## src/rtl/mypkg.sv

```systemverilog
// rtl/mypkg.sv - shared command, coherence and FSM types for cache_ctrl
package mypkg;

  typedef enum logic [2:0] {
    CMD_READ       = 3'd0,
    CMD_WRITE      = 3'd1,
    CMD_I_FETCH    = 3'd2,
    CMD_L2_INVAL   = 3'd3,
    CMD_L2_DATA_RQ = 3'd4,
    CMD_CLR        = 3'd5,
    CMD_PRINT      = 3'd6,
    CMD_ILLEGAL    = 3'd7
  } cmd_e;

  typedef enum logic [1:0] {
    MESI_I = 2'd0,
    MESI_S = 2'd1,
    MESI_E = 2'd2,
    MESI_M = 2'd3
  } mesi_e;

  typedef enum logic [1:0] {
    ST_IDLE   = 2'd0,
    ST_LOOKUP = 2'd1,
    ST_UPDATE = 2'd2,
    ST_CLEAR  = 2'd3
  } state_e;

  localparam int STAT_W = 32;

  // Statistics stick at all-ones instead of wrapping.
  function automatic logic [STAT_W-1:0] sat_inc(input logic [STAT_W-1:0] v);
    return (&v) ? v : v + 1'b1;
  endfunction

endpackage

```

## src/rtl/cache_lru.sv

```systemverilog
// rtl/cache_lru.sv - per-set age update and victim choice for one set
module cache_lru #(
  parameter int WAYS = 2
) (
  input  logic [WAYS*$clog2(WAYS)-1:0] ages,
  input  logic [WAYS-1:0]              valid,
  input  logic [$clog2(WAYS)-1:0]      touch_way,
  output logic [WAYS*$clog2(WAYS)-1:0] ages_next,
  output logic [$clog2(WAYS)-1:0]      victim
);

  localparam int AW = $clog2(WAYS);

  logic [AW-1:0] touch_age;
  logic          found;

  // Move-to-front: younger ways than the touched one age by one.
  always_comb begin
    ages_next = ages;
    touch_age = ages[touch_way*AW +: AW];
    for (int w = 0; w < WAYS; w++) begin
      if (w == int'(touch_way)) begin
        ages_next[w*AW +: AW] = '0;
      end else if (ages[w*AW +: AW] < touch_age) begin
        ages_next[w*AW +: AW] = ages[w*AW +: AW] + 1'b1;
      end
    end
  end

  always_comb begin
    victim = '0;
    found  = 1'b0;
    for (int w = WAYS-1; w >= 0; w--) begin
      if (!valid[w]) begin
        victim = AW'(w);
        found  = 1'b1;
      end
    end
    if (!found) begin
      for (int w = 0; w < WAYS; w++) begin
        if (ages[w*AW +: AW] == AW'(WAYS-1)) victim = AW'(w);
      end
    end
  end

endmodule

```

## src/rtl/cache_ctrl.sv

```systemverilog
// rtl/cache_ctrl.sv - MESI tag/state controller with LRU replacement and statistics
module cache_ctrl
  import mypkg::*;
#(
  parameter int ADDR_WIDTH = 32,
  parameter int SETS       = 16,
  parameter int WAYS       = 2,
  parameter int LINE_BYTES = 64
) (
  input  logic                  clk,
  input  logic                  rst,
  input  logic                  req_valid,
  output logic                  req_ready,
  input  logic [2:0]            req_cmd,
  input  logic [ADDR_WIDTH-1:0] req_addr,
  output logic                  rsp_valid,
  output logic                  rsp_hit,
  output logic                  rsp_wb,
  output logic [ADDR_WIDTH-1:0] rsp_wb_addr,
  output logic [31:0]           stat_reads,
  output logic [31:0]           stat_writes,
  output logic [31:0]           stat_hits,
  output logic [31:0]           stat_misses
);

  localparam int OFF_W = $clog2(LINE_BYTES);
  localparam int IDX_W = $clog2(SETS);
  localparam int WAY_W = $clog2(WAYS);
  localparam int TAG_W = ADDR_WIDTH - OFF_W - IDX_W;

  state_e state, state_next;
  cmd_e   cmd_q;
  logic [ADDR_WIDTH-1:0] addr_q;

  mesi_e            mesi_q [SETS][WAYS];
  logic [TAG_W-1:0] tag_q  [SETS][WAYS];
  logic [WAY_W-1:0] age_q  [SETS][WAYS];

  logic                  hit_q, wb_q;
  logic [WAY_W-1:0]      way_q;
  logic [ADDR_WIDTH-1:0] wb_addr_q;
  logic [IDX_W-1:0]      clr_idx;

  logic [IDX_W-1:0] idx;
  logic [TAG_W-1:0] tag;
  logic             unused_offset;

  assign idx           = addr_q[OFF_W +: IDX_W];
  assign tag           = addr_q[ADDR_WIDTH-1 -: TAG_W];
  assign unused_offset = ^addr_q[OFF_W-1:0];

  logic                  hit;
  logic [WAY_W-1:0]      hit_way;
  logic [WAYS-1:0]       valid_vec;
  logic [WAYS*WAY_W-1:0] ages_flat, ages_next;
  logic [WAY_W-1:0]      victim;

  always_comb begin
    hit       = 1'b0;
    hit_way   = '0;
    valid_vec = '0;
    ages_flat = '0;
    for (int w = 0; w < WAYS; w++) begin
      valid_vec[w] = (mesi_q[idx][w] != MESI_I);
      ages_flat[w*WAY_W +: WAY_W] = age_q[idx][w];
      if (valid_vec[w] && tag_q[idx][w] == tag && !hit) begin
        hit     = 1'b1;
        hit_way = WAY_W'(w);
      end
    end
  end

  cache_lru #(.WAYS(WAYS)) u_lru (
    .ages      (ages_flat),
    .valid     (valid_vec),
    .touch_way (way_q),
    .ages_next (ages_next),
    .victim    (victim)
  );

  logic                  lk_wb;
  logic [WAY_W-1:0]      lk_way;
  logic [ADDR_WIDTH-1:0] lk_wb_addr;
  mesi_e                 sel_mesi;

  // Accesses write back a dirty victim; snoops hand back the dirty hit line.
  always_comb begin
    lk_way     = hit ? hit_way : victim;
    lk_wb      = 1'b0;
    lk_wb_addr = '0;
    sel_mesi   = mesi_q[idx][lk_way];
    case (cmd_q)
      CMD_READ, CMD_WRITE, CMD_I_FETCH: begin
        if (!hit && sel_mesi == MESI_M) begin
          lk_wb      = 1'b1;
          lk_wb_addr = {tag_q[idx][lk_way], idx, {OFF_W{1'b0}}};
        end
      end
      CMD_L2_INVAL, CMD_L2_DATA_RQ: begin
        if (hit && sel_mesi == MESI_M) begin
          lk_wb      = 1'b1;
          lk_wb_addr = {tag, idx, {OFF_W{1'b0}}};
        end
      end
      default: ;
    endcase
  end

  always_ff @(posedge clk or posedge rst) begin
    if (rst) state <= ST_IDLE;
    else     state <= state_next;
  end

  always_comb begin
    state_next  = state;
    req_ready   = 1'b0;
    rsp_valid   = 1'b0;
    rsp_hit     = 1'b0;
    rsp_wb      = 1'b0;
    rsp_wb_addr = '0;
    case (state)
      ST_IDLE: begin
        req_ready = 1'b1;
        if (req_valid) state_next = ST_LOOKUP;
      end
      ST_LOOKUP: state_next = (cmd_q == CMD_CLR) ? ST_CLEAR : ST_UPDATE;
      ST_UPDATE: begin
        rsp_valid   = 1'b1;
        rsp_hit     = hit_q;
        rsp_wb      = wb_q;
        rsp_wb_addr = wb_addr_q;
        state_next  = ST_IDLE;
      end
      ST_CLEAR: begin
        if (clr_idx == IDX_W'(SETS-1)) begin
          rsp_valid  = 1'b1;
          state_next = ST_IDLE;
        end
      end
      default: state_next = ST_IDLE;
    endcase
  end

  always_ff @(posedge clk or posedge rst) begin
    if (rst) begin
      cmd_q     <= CMD_READ;
      addr_q    <= '0;
      hit_q     <= 1'b0;
      wb_q      <= 1'b0;
      way_q     <= '0;
      wb_addr_q <= '0;
      clr_idx   <= '0;
    end else begin
      if (state == ST_IDLE && req_valid) begin
        cmd_q  <= cmd_e'(req_cmd);
        addr_q <= req_addr;
      end
      if (state == ST_LOOKUP) begin
        hit_q     <= hit && cmd_q != CMD_PRINT && cmd_q != CMD_CLR;
        wb_q      <= lk_wb;
        way_q     <= lk_way;
        wb_addr_q <= lk_wb_addr;
        clr_idx   <= '0;
      end
      if (state == ST_CLEAR) clr_idx <= clr_idx + 1'b1;
    end
  end

  always_ff @(posedge clk or posedge rst) begin
    if (rst) begin
      for (int s = 0; s < SETS; s++) begin
        for (int w = 0; w < WAYS; w++) begin
          mesi_q[s][w] <= MESI_I;
          tag_q[s][w]  <= '0;
          age_q[s][w]  <= WAY_W'(w);
        end
      end
    end else if (state == ST_CLEAR) begin
      for (int w = 0; w < WAYS; w++) begin
        mesi_q[clr_idx][w] <= MESI_I;
        age_q[clr_idx][w]  <= WAY_W'(w);
      end
    end else if (state == ST_UPDATE) begin
      case (cmd_q)
        CMD_READ, CMD_I_FETCH, CMD_WRITE: begin
          if (cmd_q == CMD_WRITE) begin
            mesi_q[idx][way_q] <= MESI_M;
            tag_q[idx][way_q]  <= tag;
          end else if (!hit_q) begin
            mesi_q[idx][way_q] <= MESI_E;
            tag_q[idx][way_q]  <= tag;
          end
          for (int w = 0; w < WAYS; w++) age_q[idx][w] <= ages_next[w*WAY_W +: WAY_W];
        end
        CMD_L2_INVAL: begin
          if (hit_q) mesi_q[idx][way_q] <= MESI_I;
        end
        CMD_L2_DATA_RQ: begin
          if (hit_q && (mesi_q[idx][way_q] == MESI_M || mesi_q[idx][way_q] == MESI_E))
            mesi_q[idx][way_q] <= MESI_S;
        end
        default: ;
      endcase
    end
  end

  logic is_access;
  assign is_access = (cmd_q == CMD_READ) || (cmd_q == CMD_WRITE) || (cmd_q == CMD_I_FETCH);

  always_ff @(posedge clk or posedge rst) begin
    if (rst) begin
      stat_reads  <= '0;
      stat_writes <= '0;
      stat_hits   <= '0;
      stat_misses <= '0;
    end else if (state == ST_CLEAR && clr_idx == IDX_W'(SETS-1)) begin
      stat_reads  <= '0;
      stat_writes <= '0;
      stat_hits   <= '0;
      stat_misses <= '0;
    end else if (state == ST_UPDATE && is_access) begin
      if (cmd_q == CMD_WRITE) stat_writes <= sat_inc(stat_writes);
      else                    stat_reads  <= sat_inc(stat_reads);
      if (hit_q) stat_hits   <= sat_inc(stat_hits);
      else       stat_misses <= sat_inc(stat_misses);
    end
  end

endmodule

```

## config.mk

```make
export PLATFORM = sky130hd
export DESIGN_NAME = cache_ctrl
export DESIGN_NICKNAME = d
export VERILOG_FILES = /design/src/rtl/mypkg.sv /design/src/rtl/cache_lru.sv /design/src/rtl/cache_ctrl.sv
export SDC_FILE = /design/constraint.sdc
export NUM_CORES = 2
export LEC_CHECK = 0
export CAP_MARGIN = 30
export CORE_MARGIN = 2
export CORE_UTILIZATION = 35
export CTS_BUF_LIST = sky130_fd_sc_hd__clkbuf_16
export CTS_CLUSTER_DIAMETER = 80
export DETAILED_ROUTE_END_ITERATION = 10
export PLACE_DENSITY = 0.52
export SLEW_MARGIN = 5
export SYNTH_ARGS = -nofsm -noshare
export SYNTH_HDL_FRONTEND = slang
export SYNTH_HIERARCHICAL = 1
export SYNTH_SLANG_ARGS = --single-unit
```

## constraint.sdc

```tcl
create_clock -name clk -period 78.9 [get_ports clk]
set_input_delay 15.78 -clock clk [delete_from_list [all_inputs] [get_ports clk]]
set_output_delay 15.78 -clock clk [all_outputs]
set_load 0.05 [all_outputs]
```

==> key figures <==
Timing
  • Layout Skew: 0.0299 ns
  • Final setup violation count: 0
  • Final setup TNS: 0 ns
  • Hold_ws: 0.475 ns
  • Rel. slew slack: 0.296
  • RSZ-0062 raised after global routing: no
  • Max-slew violations: 0
  • Worst-margin pin slew: 1.06 ns
  • Tmin final: 18.79 ns
  • Fin crit share: 0.238
  • Worst Setup Slack, final: 60.11 ns
  • Final hold violations: 0
  • Maximum clock frequency: 0.0532 GHz

Logic synthesis
  • Post-synthesis cell type count: 98
  • FF+latch count, synth: 992
  • Area leader, netlist: dfrtp_1
  • Yosys top cell area share: 0.496
  • EDFF count, synth: 0
  • Seq/Total Area, Yosys: 0.504
  • Ys flop type: dfrtp_1
  • Leading post-synthesis cells by cell area: dfrtp_1 50%, mux2_2 13%, mux4_2 8.8%, o21ai_0 4.1%, nand2_1 2.8%
  • Ys async rst share: 1.00
  • Synthesized cell area: 49300 µm²
  • Syn Area/Cell: 11.7 µm²
  • Post-Syn Instances: 4205
  • List of most frequent post-synthesis cells: 976 x dfrtp_1, 553 x mux2_2, 404 x o21ai_0
  • Warnings from Yosys: 6
  • Most frequent cell after synthesis: dfrtp_1

Clock network
  • Root Driver: clkbuf_16
  • Post-CTS setup buffer count: 0
  • Number of gates resized after CTS: 0
  • Clk_lat worst skew: 0.73 ns
  • Maximum clock insertion buffer count: 3
  • Cts hold-fix bufs: 0
  • H-Tree Depth: 3
  • CTS tree: built
  • CTS clk-pin slew, worst paths: 0.06 ns
  • Num CTS Buffers: 109
  • TritonCTS Sinks: 992

Critical path
  • Reg2Reg Depth: 11
  • Crit path max fanout: 22
  • Crit path to: rsp_wb_addr[28]
  • CP required: 63.12 ns
  • Reg2reg setup slack: 72.64 ns
  • Arrival @ worst endpoint: 3.01 ns
  • Worst Setup Start Kind: register
  • RR Endpoint: wb_addr_q[10]
  • WS Path Type: register to primary output
  • CP Capture Type: primary output
  • Crit path launch: state[1]
  • RR Startpoint: addr_q[9]

Floorplanning
  • Die W: 379 µm
  • Die height: 379 µm
  • Num rows: 137
  • Ports: 202
  • Die ar.: 144000 µm²
  • Initial core utilization: 0.353
  • Core Area: 140000 µm²

Cells and area
  • Share of post-route cells with drive strength above 1: 0.249
  • Final net count: 4319
  • Layout area overhead: 15.0%
  • Filler cell count: 13400

Routing
  • Total number of vias: 35000
  • Wire per inst: 25.5 µm
  • DRT iter0 DRCs: 3320
  • Drc violations: 0
  • Final WL: 159000 µm
  • Via/cell ratio: 5.61
  • Router iterations before antenna repair: 6
  • Final ANT Viol Nets: 0

Power
  • Sequential power share: 0.357
  • Gate power share: 0.403
  • Net switching power: 0.000852 W
  • Power density over cell area: 37.2 nW/µm²
  • Clk pwr share: 0.239
  • Switching share of power: 0.404
  • Int Power: 0.00125 W
  • Static leakage: 24.9 nW
  • Peak supply drop: 27.2 µV

Status
  • Status: finished clean

GRT
  • GR Util All Layers: 0.220
  • Vias in the first global route: 34300
  • Initial antenna violation count: 6
  • First-pass GRT wire length: 237000 µm
  • GR Overflow Total: 0
  • Largest net degree at the start of global routing: 171

Min path
  • HP Class: register to register
  • Worst Hold Depth: 2

Placed design
  • Gpl congestion: 0.913
  • Final HPWL from detailed placement: 102000 µm
  • Pre-CTS WS: 58.69 ns
  • PortBufs: 189

Flow run
  • Maxcap violations: 0
-- sequential cells by signal (all words and copies together), names as in the netlist, 2 cells and up, named ones only --
register,cells
tag_q,704
age_q,32
mesi_q,32
stat_hits,32
stat_misses,32
stat_reads,32
stat_writes,32
addr_q,26
wb_addr_q,26
clr_idx,4
cmd_q,3
state,2
-- worst min path at each step --
stage | start | endpoint | slack (ns)
6_report | tag_q[34] | tag_q[34] | 0.47
5_1_grt | tag_q[423] | tag_q[423] | 0.50
4_1_cts | tag_q[34] | tag_q[34] | 0.48
3_5_place_dp | tag_q[75] | tag_q[75] | 0.46
3_3_place_gp | tag_q[394] | tag_q[394] | 0.46
2_1_floorplan | wb_q | wb_q | 0.44
-- worst max-delay path: stages, from the launching register on --
cell and delay, ns:
dfrtp_1 0.54, nor2b_4 0.37, buf_12 0.23, and2_1 0.28
clkdlybuf4s50_1 0.85
-- stage by stage --
stage / instance area (µm²) / utilization / power (W) / std cells
floorplan: 49300 / - / 0.00132 / 4210
global route: 56600 / 0.406 / 0.00221 / 6240
detailed placement: 53000 / 0.380 / 0.00159 / 6028
CTS: 56500 / 0.405 / 0.00210 / 6230
finish: 56600 / 0.406 / 0.00211 / 6241
global placement: 52700 / 0.377 / 0.00158 / 6015
-- kinds of logic (layout without fill, tap and decap cells) --
family,after synthesis,count (layout),synth area share
AO/OA/AOI/OAI,808,808,0.0977
XOR/XNOR,115,115,0.0204
adder cells (fa/ha/maj),8,8,0.00203
buffers and inverters,418,572,0.0411
flip-flops,992,992,0.504
multiplexers,869,869,0.241
other,1,7,0.0000761
AND/OR/NAND/NOR,994,994,0.0937
-- cells in the final DEF (no fill, tap or decap), drive strengths merged, types with 61 or more instances in the layout --
cell and n:
a21oi 137, buf 112, clkbuf 115, clkdlybuf4s50 189
dfrtp 976, inv 92, mux2 553, mux2i 122
mux4 194, nand2 374, nand3 99, nor2 239
o21ai 409, xnor2 61
-- cell type report --
class / count / area (µm²) / area share
multi-input combinational: 2800 / 22600 / 0.399
clock inverter: 89 / 684 / 0.0121
sequential: 992 / 24900 / 0.439
antenna: 1 / 2.50 / 0.0000442
timing repair buffer: 303 / 3070 / 0.0542
inverter: 67 / 259 / 0.00457
clock buffer: 113 / 2830 / 0.0499
tap: 1876 / 2350 / 0.0414
-- power groups by stage --
stage,combinational [W],clock (W),sequential [W]
3_5_place_dp,0.000830,0,0.000762
4_1_cts,0.000833,0.000516,0.000753
6_report,0.000849,0.000504,0.000752
3_3_place_gp,0.000817,0,0.000759
5_1_grt,0.000901,0.000537,0.000771
2_1_floorplan,0.000602,0,0.000717
-- metal layers --
metal | wire length, µm | vias to the layer above | global-route usage
met1 | 73100 | 18200 | 0.324
li1 | - | 15400 | -
met5 | 11 | - | 0
met4 | 3870 | 2 | 0.0537
met2 | 71000 | 1208 | 0.334
met3 | 11200 | 228 | 0.0427
No activity file was read; power rests on OpenSTA's default activity.
